### src/rtl/stack_arbiter.sv
// Round-robin arbiter/sequencer that gives two requesters push/pop access to a shared LIFO stack.
// The block tracks stack occupancy itself and rejects overflow and underflow before the stack sees them.
module stack_arbiter #(
  parameter int DW    = 10,
  parameter int DEPTH = 16,
  localparam int CW   = $clog2(DEPTH + 1)
) (
  input  logic          clk,
  input  logic          reset,
  input  logic          req0,
  input  logic          req1,
  input  logic          op0,
  input  logic          op1,
  input  logic [DW-1:0] din0,
  input  logic [DW-1:0] din1,
  output logic          ack0,
  output logic          ack1,
  output logic          err0,
  output logic          err1,
  output logic [DW-1:0] dout0,
  output logic [DW-1:0] dout1,
  output logic          stk_push,
  output logic          stk_pop,
  output logic [DW-1:0] stk_din,
  input  logic [DW-1:0] stk_dout,
  output logic [CW-1:0] count,
  output logic          full,
  output logic          empty
);

  typedef enum logic [2:0] {IDLE, ISSUE, WAIT, DONE, ERR} state_e;

  localparam logic [CW-1:0] FULL_CNT = CW'(DEPTH);

  state_e        state_q, state_d;
  logic          lp_q, lp_d;
  logic          win_q, win_d;
  logic          op_q, op_d;
  logic [DW-1:0] din_q, din_d;
  logic [CW-1:0] count_q, count_d;
  logic [DW-1:0] dout0_q, dout0_d;
  logic [DW-1:0] dout1_q, dout1_d;

  logic          pick;
  logic          pick_op;
  logic [DW-1:0] pick_din;

  // Under contention the port that was not served last wins.
  assign pick     = (req0 && req1) ? ~lp_q : req1;
  assign pick_op  = pick ? op1 : op0;
  assign pick_din = pick ? din1 : din0;

  always_ff @(posedge clk) begin
    if (reset) begin
      state_q <= IDLE;
      lp_q    <= 1'b1;
      win_q   <= 1'b0;
      op_q    <= 1'b0;
      din_q   <= '0;
      count_q <= '0;
      dout0_q <= '0;
      dout1_q <= '0;
    end else begin
      state_q <= state_d;
      lp_q    <= lp_d;
      win_q   <= win_d;
      op_q    <= op_d;
      din_q   <= din_d;
      count_q <= count_d;
      dout0_q <= dout0_d;
      dout1_q <= dout1_d;
    end
  end

  always_comb begin
    state_d = state_q;
    lp_d    = lp_q;
    win_d   = win_q;
    op_d    = op_q;
    din_d   = din_q;
    count_d = count_q;
    dout0_d = dout0_q;
    dout1_d = dout1_q;
    case (state_q)
      IDLE: begin
        if (req0 || req1) begin
          win_d = pick;
          op_d  = pick_op;
          din_d = pick_din;
          // Legality uses the registered full/empty; this is the only overflow/underflow guard.
          if (pick_op ? !full : !empty) state_d = ISSUE;
          else                          state_d = ERR;
        end
      end
      ISSUE: begin
        if (op_q) begin
          count_d = count_q + CW'(1);
          state_d = DONE;
        end else begin
          count_d = count_q - CW'(1);
          state_d = WAIT;
        end
      end
      WAIT: begin
        if (win_q) dout1_d = stk_dout;
        else       dout0_d = stk_dout;
        state_d = DONE;
      end
      DONE, ERR: begin
        lp_d    = win_q;
        state_d = IDLE;
      end
      default: state_d = IDLE;
    endcase
  end

  assign stk_push = (state_q == ISSUE) && op_q;
  assign stk_pop  = (state_q == ISSUE) && !op_q;
  assign stk_din  = stk_push ? din_q : '0;

  assign ack0  = ((state_q == DONE) || (state_q == ERR)) && !win_q;
  assign ack1  = ((state_q == DONE) || (state_q == ERR)) && win_q;
  assign err0  = (state_q == ERR) && !win_q;
  assign err1  = (state_q == ERR) && win_q;
  assign dout0 = dout0_q;
  assign dout1 = dout1_q;

  assign count = count_q;
  assign full  = (count_q == FULL_CNT);
  assign empty = (count_q == '0);

endmodule

### config.mk
export PLATFORM = sky130hd
export DESIGN_NAME = stack_arbiter
export DESIGN_NICKNAME = d
export VERILOG_FILES = /design/src/rtl/stack_arbiter.sv
export SDC_FILE = /design/constraint.sdc
export NUM_CORES = 1
export LEC_CHECK = 0
export BUFFER_PORTS_ARGS = -buffer_cell sky130_fd_sc_hd__buf_2
export CAP_MARGIN = 0
export CORE_ASPECT_RATIO = 0.6
export CORE_UTILIZATION = 40
export CTS_BUF_LIST = sky130_fd_sc_hd__clkbuf_4 sky130_fd_sc_hd__clkbuf_8
export DETAILED_ROUTE_END_ITERATION = 10
export GPL_TIMING_DRIVEN = 0
export PLACE_DENSITY_LB_ADDON = 0.25
export REMOVE_ABC_BUFFERS = 1
export SETUP_SLACK_MARGIN = 0.05
export SLEW_MARGIN = 10
export SYNTH_ARGS = -nofsm -noshare
export SYNTH_HDL_FRONTEND = slang
export SYNTH_SLANG_ARGS = --single-unit
### constraint.sdc
create_clock -name clk -period 4.5 [get_ports clk]
set_input_delay 0.45 -clock clk [delete_from_list [all_inputs] [get_ports clk]]
set_output_delay 0.45 -clock clk [all_outputs]
set_load 0.01 [all_outputs]
Word level (Yosys, flattened, before mapping)
Index checks and enable logic that the tools add are counted.

storage, ports and cells
  output and inout port bits = 43
  logic and storage cells = 47
  input bits = 36
  flip-flop bits (word level) = 41

operators by class
  multiplexer cells = 10
  equal/unequal tests = 6
  bitwise gates (word level) = 2
  add/subtract/negate cells = 2
  reduce and logical (&&, ||, !) cells = 19

operators by type and width
  operator                                              number
  two-way mux 10 bit                                    2
  one-hot mux 3 bit (3 select lines)                    1
  logical AND 1 bit                                     7
  equality test 3 x 2 -> 1 bit (second input constant)  2
  two-way mux 3 bit                                     2
  AND reduction 2 bit                                   3
  adder 5 x 1 -> 5 bit (second input constant)          1
  equality test 5 bit (second input constant)           1
  logical NOT 5 bit                                     1
  two-way mux 5 bit                                     1
  subtractor 5 x 1 -> 5 bit (second input constant)     1
  logical NOT 1 bit                                     4
  two-way mux 1 bit                                     4
  equality test 3 x 1 -> 1 bit (second input constant)  1
  equality test 3 bit (second input constant)           1
  logical NOT 3 bit                                     1
  logical OR 1 bit                                      2
  inequality test 2 bit (second input constant)         1
  NOT 1 bit                                             2
  OR reduction 2 bit                                    1

Depth between registers and ports, before layout
Gate-level depths: netlist of the first run.

  word-level depth = 7
  mapped depth = 7
  gate-level depth less buffers = 6

Worst setup path after synthesis of the first run
Ideal clock, no wire load.

  path kind = reg-to-reg
  start = register count_q[0], in the netlist count[0]
  end = register count_q[4], in the netlist count[4]
  setup time = 123 ps
  path buffers = 0
  arrival = 1766 ps
  setup slack = 2611 ps
  stages on the path, launching flop included = 7
  path through = dfxtp_1 inv_1 fa_1 nand2b_1 a21oi_1 mux2i_1 mux2_1

on the way
  word-level cells in the longest chain between the ends = 2

RTL lines
  item                                                                      RTL line  RTL
  from (decl)                                                               40        logic [CW-1:0] count_q, count_d;
  from (signal assigned)                                                    69        count_q <= count_d;
  subtractor 5 x 1 -> 5 bit / adder 5 x 1 -> 5 bit (equally long branches)  100, 97
  two-way mux 5 bit *                                                       96        if (op_q) begin

Mark *: on every way between the ends. The rest lies on a longest branch, timed or not.
A chain may end at the register's enable or synchronous reset.

Worst setup path in the final report of the first run
  start = register state_q[0]
  end = output stk_din[3]

on the way
  word-level cells in the longest chain between the ends = 3

RTL lines
  item                          RTL line  RTL
  from (decl)                   35        state_e state_q, state_d;
  from (signal assigned)        64        state_q <= state_d;
  equality test 3 x 1 -> 1 bit  117       assign stk_push = (state_q == ISSUE) && op_q;
  logical AND 1 bit             117
  two-way mux 10 bit            119       assign stk_din = stk_push ? din_q : '0;
  to (decl)                     24        output logic [DW-1:0] stk_din,

No other way between the ends.

==> impl_metrics.py, run 1 <==
metrics = {
    "status": {
        "outcome": "finished, final reports clean",
    },
    "synthesis": {
        "netlist_area_um2": 1953,
        "synth_largest_area_cell": "dfxtp_1",
        "synth_top_area_share_pct": 42.02,
        "post_synth_num_cell_types": 40,
        "cell_count_after_synthesis": 239,
        "avgSynthCellArea_um2": 8.172,
        "register_bit_count_reported_by_yosys": 41,
        "synthTopCellsByArea": "dfxtp_1, nand2_1, mux2i_1",
        "synth.yosys.warnings": 0,
        "yosysSeqAreaShare_pct": 42.02,
    },
    "global_routing": {
        "globalRouteTotalUtil_pct": 18.68,
        "grt-ovfl-total": 0,
        "grt_pass1_wl_um": 7665,
        "initial_antenna_violation_count": 0,
        "grt_start_max_net_pins": 45,
        "first_global_vias": 1594,
    },
    "power_and_ir_drop": {
        "power.leakage_nw": 1.143,
        "power.ir.vdd_worst_v": 0.0002398,
        "power_density_nw_per_um2": 553.2,
    },
    "sta": {
        "layout_worst_path_cycle_share_pct": 53.56,
        "finalHoldWorstSlack_ns": 0.4083,
        "slew-limit-headroom_pct": 42.16,
        "rsz0062_at_grt": "false",
        "fin_worst_skew_ns": 0.006093,
        "setup_violations": 0,
        "max_freq_mhz": 414.9,
        "slew_worst_pin_ns": 0.8638,
        "slew_violations": 0,
        "setup_tns_ns": 0,
        "period_minus_ws_final_ns": 2.410,
        "hold_viol": 0,
    },
    "detailed_routing": {
        "drt-wirelength-per-cell_um": 12.11,
        "drt_first_iter_violations": 45,
        "drt.antenna.violating_nets": 0,
        "first_pass_iters": 4,
        "totalWireLength_um": 4481,
        "via_per_inst": 4.846,
        "num_vias": 1793,
        "drc_errors": 0,
    },
    "clock_network": {
        "path_clk_slew_ns": 0.07,
        "post_cts_gate_resize_count": 0,
        "ctsHtreeMaxLevel": 2,
        "cts_post_setup_buffers_inserted": 0,
        "hold_buffers": 0,
        "root_buffer": "clkbuf_8",
        "cts_sinks": 41,
        "clock_tree_from_tritoncts": "yes",
        "max-clock-path-buffers": 2,
        "tritoncts.num_buffers": 5,
        "worst_skew_pair.late_latency_ns": 0.29,
    },
    "critical_path": {
        "worstSetupEndpointType": "output pin",
        "rr_worst_depth": 6,
        "criticalPathCategory": "reg -> out",
        "critPathRequiredTime_ns": 4.05,
        "critPathLaunchType": "flip-flop",
        "crit_chain": "nor3b_2 -> and3_1 -> buf_2",
        "critPathSlowestCell": "nor3b_2",
        "critical_path.max_fanout": 16,
        "max_stage_delay_ns": 0.78,
        "crit_arrival_ns": 1.96,
    },
    "cells_and_area": {
        "n_diodes": 0,
        "layout.cells.most_common": "buf_2",
        "finish.net_count": 347,
        "stdcell_count": 370,
        "drive_gt1_share_pct": 29.32,
        "area_delta_synth_final_pct": 24.73,
        "most_frequent_cells_in_the_layout": "buf_2, nand2_1, dfxtp_1",
        "finalInstanceArea_um2": 2436,
    },
    "die": {
        "die_x_um": 92.21,
        "fp-row-count": 19,
        "initial_utilization_pct": 42.13,
        "die_area_um2": 5175,
        "floorplan.core_area_um2": 4636,
        "die_h_um": 56.13,
        "boundaryPins": 79,
    },
    "placement": {
        "place_congestion": 0.7666,
        "hpwl_um": 3344,
        "dpl.cell_count": 363,
        "placement.cell_area_um2": 2346,
        "io_buffer_count": 78,
    },
    "min_path": {
        "min_path_cells": 3,
        "hold_path.class": "in -> reg",
    },
    "job": {
        "max_cap_violations": 0,
    },
}
==> synth_stat cells <==
library cell / n
o31ai_1: 1
nand4_1: 1
nand3b_1: 1
nor4_1: 2
dfxtp_1: 41
nand4b_1: 2
a211oi_1: 12
o21ai_0: 2
buf_4: 3
or3_1: 1
nor3_1: 2
nor3b_1: 1
buf_2: 4
o2111ai_1: 1
a21oi_1: 25
or4_1: 2
mux2i_1: 13
and2b_1: 1
inv_1: 4
nor2_1: 27
or3b_4: 1
ha_1: 3
and2_1: 1
a21boi_1: 1
or3b_1: 1
o21bai_1: 1
xnor2_1: 2
nor3_2: 1
nor3b_2: 2
mux2_1: 1
o311ai_1: 1
clkbuf_1: 10
fa_1: 1
a21o_1: 1
nand2_1: 47
nor2b_1: 3
and3_1: 11
a22oi_1: 1
nand3_1: 1
nand2b_1: 3
==> final timing paths <==
path | start | to | slack (ns)
max | state_q[0] | stk_din[3] | 2.09
min | stk_dout[3] | dout1[3] | 0.41
max reg2reg | op_q | count[4] | 2.42
min reg2reg | dout1[6] | dout1[6] | 0.45
==> stage by stage <==
stage	total power, mW	utilization (%)	setup WS, ns
floorplan	0.9219	-	2.413
global placement	1.095	50.53	1.927
detailed placement	1.115	50.61	2.362
CTS	1.364	52.55	2.043
global route	1.471	52.55	1.902
finish	1.348	52.55	2.090
==> where the power goes <==
part	switching (mW)	total [mW]	internal, mW
combinational	0.312	0.545	0.233
clock	0.119	0.246	0.128
sequential	0.101	0.557	0.455
==> critical path: cells and delay by family, from the launching register on <==
family                 cells  cell delay (ns)
buffers and inverters      1             0.13
flip-flops                 1             0.52
AND/OR/NAND/NOR            2             1.03
==> logic make-up (layout without fill, tap and decap cells) <==
kind of cell	after synthesis	count (layout)	synth area share (%)
DFF	41	41	42.02
muxes	14	14	7.239
and+or+nand+nor	111	111	27.68
adders and majority gates	4	4	2.947
buffers and inverters	21	89	4.869
AOI/OAI and AO/OA	46	46	14.35
xor gates and xnor gates	2	2	0.8970
==> flip-flops by register name, indices dropped and copies added, names as in the netlist <==
name / cells
din_q: 10
dout0: 10
dout1: 10
count: 5
state_q: 3
lp_q: 1
op_q: 1
win_q: 1
==> area by class of cell <==
type	instances	area, um^2
Multi-Input combinational cell	177	1041
Fill cell	492	2200
Tap cell	63	78.83
Inverter	4	15.01
Clock buffer	7	90.09
Timing Repair Buffer	78	390.4
Sequential cell	41	820.8
==> metal layers <==
metal | track usage [%] | vias up | share of wire, %
met5 | 0 | - | 0
met4 | 4.688 | 0 | 0.87
met3 | 4.372 | 4 | 3.7
met2 | 26.55 | 35 | 42
met1 | 28.10 | 798 | 53
li1 | - | 956 | -
(Power assumes the default switching activity.)
==> inputs of run 2 (changes only) <==
- ABC_AREA: default -> 1
- clock period: 4.5 -> 2.4 ns (I/O delays scaled with it)
==> impl_metrics.py, run 2 <==
metrics = {
    "critical_path": {
        "cpLargestDelayFamily": "flip-flops",
        "critPathSlowestCell": "dfxtp_1",
        "criticalPathCategory": "reg -> out",
        "critPathRequiredTime_ns": 2.16,
        "r2r_setup_slack_ns": 0.77,
        "worstPathBufferInverterCount": 2,
        "worstSetupEndpointType": "output pin",
        "crit_arrival_ns": 1.66,
        "max_stage_delay_ns": 0.70,
        "critical_path.max_fanout": 16,
        "critPathLaunchType": "flip-flop",
        "crit_chain": "inv_1 -> nor2_1 -> buf_2",
    },
    "die": {
        "boundaryPins": 79,
        "fp-row-count": 19,
        "floorplan.core_area_um2": 4707,
        "die_x_um": 93.79,
        "die_h_um": 57.07,
        "initial_utilization_pct": 42.96,
        "die_area_um2": 5352,
    },
    "detailed_routing": {
        "first_pass_iters": 4,
        "num_vias": 1950,
        "drt.antenna.violating_nets": 0,
        "drc_errors": 0,
        "totalWireLength_um": 4698,
        "drt_first_iter_violations": 51,
        "wl_met1_um": 2404,
        "via_per_inst": 4.665,
        "drt-wirelength-per-cell_um": 11.24,
        "detailroute.wirelength.met2_um": 2021,
        "max_used_layer": "met4",
        "met3_wirelength_um": 241,
    },
    "cells_and_area": {
        "drive_gt1_share_pct": 29.86,
        "post-route-util_pct": 52.92,
        "n_diodes": 0,
        "most_frequent_cells_in_the_layout": "buf_2, nand2_1, a21oi_1, dfxtp_1, inv_1",
        "area_delta_synth_final_pct": 23.21,
        "stdcell_count": 418,
        "layout.cells.most_common": "buf_2",
        "finish.net_count": 394,
    },
    "sta": {
        "slew_violations": 0,
        "period_minus_ws_final_ns": 1.904,
        "layout_worst_path_cycle_share_pct": 79.34,
        "slew-limit-headroom_pct": 60.39,
        "setup_tns_ns": 0,
        "max_freq_mhz": 525.2,
        "rsz0062_at_grt": "false",
        "fin_worst_skew_ns": 0.005812,
        "slew_worst_pin_ns": 0.5933,
        "hold_viol": 0,
        "finalHoldWorstSlack_ns": 0.1930,
        "setup_violations": 0,
        "layout_setup_ws_ns": 0.4959,
    },
    "placement": {
        "place_congestion": 0.8029,
        "io_buffer_count": 78,
        "pre_cts_ws_ns": 0.7855,
        "hpwl_um": 3429,
        "dpl.cell_count": 410,
    },
    "clock_network": {
        "ctsHtreeMaxLevel": 2,
        "cts_sinks": 41,
        "worst_skew_pair.late_latency_ns": 0.29,
        "post_cts_gate_resize_count": 0,
        "max-clock-path-buffers": 2,
        "tritoncts.num_buffers": 5,
        "hold_buffers": 0,
        "cts_post_setup_buffers_inserted": 0,
        "clock_tree_from_tritoncts": "yes",
        "root_buffer": "clkbuf_8",
        "path_clk_slew_ns": 0.08,
    },
    "power_and_ir_drop": {
        "power.ir.vdd_worst_v": 0.0003228,
        "power.leakage_nw": 1.231,
        "power_density_nw_per_um2": 960.7,
    },
    "global_routing": {
        "grt_start_max_net_pins": 26,
        "grt_pass1_wl_um": 7728,
        "grt-ovfl-total": 0,
        "globalRouteTotalUtil_pct": 18.51,
        "first_global_vias": 1689,
        "initial_antenna_violation_count": 0,
    },
    "synthesis": {
        "synth_top_area_share_pct": 40.59,
        "yosysSeqAreaShare_pct": 40.59,
        "ys.flop_type": "dfxtp_1",
        "synth.yosys.warnings": 0,
        "avgSynthCellArea_um2": 7.170,
        "ys_async_sr_fraction_pct": 0,
        "netlist_area_um2": 2022,
        "synth_largest_area_cell": "dfxtp_1",
        "netlist_top_cells_count": "nand2_1, a21oi_1, dfxtp_1",
        "register_bit_count_reported_by_yosys": 41,
        "most_frequently_used_cell_type_in_the_post_synthesis_netlist": "nand2_1",
        "synth_enable_flop_cells": 0,
        "synthTopCellsByArea": "dfxtp_1, nand2_1, a21oi_1",
        "post_synth_num_cell_types": 27,
        "cell_count_after_synthesis": 282,
    },
    "job": {
        "max_cap_violations": 0,
    },
    "min_path": {
        "hold_path.class": "in -> reg",
    },
    "status": {
        "outcome": "finished, final reports clean",
    },
}
==> run 2: cell types whose count changed in the layout (fill, tap and decap cells not counted), sizes merged, moves of 5 or more <==
cell,delta
and3,-11
nand3,+25
nand2,+30
mux2i,-13
a211oi,-12
o21ai,+5
inv,+27
a21oi,+25
==> run 2: worst paths after layout <==
path               to  cells after the start  startpoint
max              err1                      3       win_q
min          din_q[7]                      3     din0[7]
max reg2reg  dout0[6]                      4       win_q
min reg2reg  dout1[2]                      2    dout1[2]
==> run 2: worst register-to-register path: cells and delay by family, from the launching register on <==
kind,cells,cell delay (ns)
buffers and inverters,1,0.37
AO/OA/AOI/OAI,1,0.12
AND/OR/NAND/NOR,2,0.38
flip-flops,1,0.70
==> run 2: kinds of logic after synthesis <==
| logic type | Yosys count | share of synthesized area, % |
|---|---|---|
| AO/OA/AOI/OAI | 59 | 16.89 |
| AND/OR/NAND/NOR | 131 | 28.09 |
| flip-flops | 41 | 40.59 |
| XOR/XNOR | 3 | 1.300 |
| adder cells (fa/ha/maj) | 4 | 2.847 |
| buffers and inverters | 44 | 10.27 |
==> run 2: stage by stage <==
step / power (mW) / area, um^2
floorplan: 1.676 / 1936
global placement: 1.950 / 2405
detailed placement: 1.963 / 2405
CTS: 2.417 / 2491
global route: 2.609 / 2491
finish: 2.393 / 2491
==> run 2: layout make-up <==
type	instances	area [um^2]
inverters	31	121.4
well taps	63	78.83
clock buffers	6	76.32
multi-input cells	197	993.5
flip-flops and latches	41	820.8
clock inverters	2	10.01
fillers	482	2216
repair buffers	78	390.4
==> run 2: layer usage <==
metal | vias up | GRT usage [%]
met2 | 37 | 26.80
met5 | - | 0
met3 | 4 | 5.467
met1 | 864 | 26.63
li1 | 1045 | -
met4 | 0 | 5.275
==> run 2: power breakdown <==
| part | leakage (nW) | switching [mW] | internal, mW |
|---|---|---|---|
| registers | 0.335 | 0.113 | 0.822 |
| logic | 0.847 | 0.637 | 0.377 |
| clock network | 0.0484 | 0.232 | 0.213 |
==> inputs of run 3 (changes only) <==
- ABC_AREA: 1 -> 0
- clock period: 2.4 -> 1.8 ns (I/O delays scaled with it)
==> impl_metrics.py, run 3 (synthesis results as in run 1) <==
metrics = {
    "cells_and_area": {
        "n_diodes": 0,
        "most_frequent_cells_in_the_layout": "buf_2, nand2_1, dfxtp_1",
        "area_delta_synth_final_pct": 36.39,
        "finish.net_count": 362,
        "drive_gt1_share_pct": 38.20,
        "layout.cells.most_common": "buf_2",
        "finalInstanceArea_um2": 2664,
    },
    "clock_network": {
        "max-clock-path-buffers": 2,
        "hold_buffers": 0,
        "clock_tree_from_tritoncts": "yes",
        "ctsHtreeMaxLevel": 2,
        "worst_skew_pair.late_latency_ns": 0.29,
        "path_clk_slew_ns": 0.08,
        "tritoncts.num_buffers": 5,
        "root_buffer": "clkbuf_8",
        "cts_sinks": 41,
    },
    "min_path": {
        "hold_path.class": "in -> reg",
        "min_path_cells": 3,
    },
    "global_routing": {
        "first_global_vias": 1661,
        "initial_antenna_violation_count": 0,
        "grt_pass1_wl_um": 7914,
        "grt_start_max_net_pins": 45,
        "globalRouteTotalUtil_pct": 19.18,
        "grt-ovfl-total": 0,
    },
    "sta": {
        "slew_violations": 0,
        "setup_tns_ns": 0,
        "max_freq_mhz": 567.2,
        "period_minus_ws_final_ns": 1.763,
        "slew-limit-headroom_pct": 45.49,
        "hold_viol": 0,
        "layout_worst_path_cycle_share_pct": 97.95,
        "fin_worst_skew_ns": 0.005795,
        "layout_setup_ws_ns": 0.03695,
        "setup_violations": 0,
        "slew_worst_pin_ns": 0.8176,
        "rsz0062_at_grt": "true",
    },
    "die": {
        "die_h_um": 56.13,
        "boundaryPins": 79,
        "die_x_um": 92.21,
        "die_area_um2": 5175,
        "initial_utilization_pct": 42.13,
        "fp-row-count": 19,
        "floorplan.core_area_um2": 4636,
    },
    "critical_path": {
        "max_stage_delay_ns": 0.38,
        "crit_arrival_ns": 1.94,
        "rr_worst_depth": 6,
        "criticalPathCategory": "reg -> reg",
        "worstPathBufferInverterCount": 1,
        "cpLargestDelayFamily": "multiplexers",
        "crit_chain": "inv_4 -> fa_2 -> nand2b_4 -> a21oi_2 -> mux2i_1 -> mux2_1",
        "critPathLaunchType": "flip-flop",
        "critical_path.max_fanout": 4,
        "critical_path_cell_count": 6,
        "critPathSlowestCell": "dfxtp_4",
        "worstSetupEndpointType": "flip-flop",
        "critPathRequiredTime_ns": 1.98,
    },
    "status": {
        "outcome": "finished, final reports clean",
    },
    "power_and_ir_drop": {
        "power.leakage_nw": 1.249,
        "power_density_nw_per_um2": 1422,
        "power.ir.vdd_worst_v": 0.0006337,
        "design_power_total_mw": 3.787,
    },
    "placement": {
        "hpwl_um": 3344,
        "pre_cts_ws_ns": -0.2726,
        "io_buffer_count": 78,
        "placement.cell_area_um2": 2346,
        "place_congestion": 0.7666,
    },
    "detailed_routing": {
        "drt-wirelength-per-cell_um": 12.25,
        "drt.antenna.violating_nets": 0,
        "drt_first_iter_violations": 66,
        "num_vias": 1893,
        "via_per_inst": 4.917,
        "first_pass_iters": 4,
        "drc_errors": 0,
        "totalWireLength_um": 4717,
    },
    "job": {
        "max_cap_violations": 0,
    },
}
==> run 3: cell count changes in the layout (fill, tap and decap cells not counted), moves of 4 or more <==
cell,delta
nand3_1,-25
a211oi_1,+12
nand2_2,-4
dfxtp_2,+4
and3_1,+11
nand2_1,-25
a21oi_2,-7
inv_1,-25
mux2i_1,+13
dfxtp_1,-6
buf_4,+14
a21oi_1,-17
==> run 3: repair_timing <==
item | CTS | global route
pin swaps | 0 | 4
setup endpoints to repair | 26 | 48
gates resized for setup | 13 | 13
setup buffers | 4 | 11
==> run 3: worst register-to-register path, cell delays in order (launching register included) <==
cell and delay, ns:
dfxtp_4 0.38, inv_4 0.03, fa_2 0.38, nand2b_4 0.16
a21oi_2 0.15, mux2i_1 0.23, mux2_1 0.33
==> run 3: where the power goes <==
group	internal (mW)	switching [mW]	leakage (nW)
Combinational	0.838	0.886	0.864
Clock	0.319	0.298	0.0477
Sequential	1.16	0.290	0.338
Total	2.31	1.47	1.25
==> run 3: cell type report <==
| cell class | instances | area, um^2 |
|---|---|---|
| Sequential cell | 41 | 833.3 |
| Tap cell | 63 | 78.83 |
| Timing Repair Buffer | 93 | 515.5 |
| Fill cell | 468 | 1972 |
| Multi-Input combinational cell | 177 | 1129 |
| Clock buffer | 7 | 90.09 |
| Inverter | 4 | 17.52 |
==> run 3: layer usage <==
layer / GRT usage, % / vias up / wire length, um
met5: 0 / - / 0
met4: 4.688 / 0 / 39
met3: 4.372 / 4 / 156
met2: 28.04 / 33 / 2005
met1: 28.35 / 869 / 2515
li1: - / 987 / -
==> run 3: stage by stage <==
stage                     std cells  hold WS, ns  utilization [%]
after detailed placement        363       0.4377            50.61
after floorplan                 222       0.2491                -
final                           385       0.1390            57.46
after global placement          363       0.4350            50.53
after CTS                       374       0.1289            54.55
after global routing            385       0.1320            57.46
==> run 3: worst paths after layout <==
kind | startpoint | to | slack (ns)
min reg2reg | dout1[6] | dout1[6] | 0.45
min | stk_dout[3] | dout1[3] | 0.14
max | count[1] | count[4] | 0.04
max reg2reg | count[1] | count[4] | 0.04
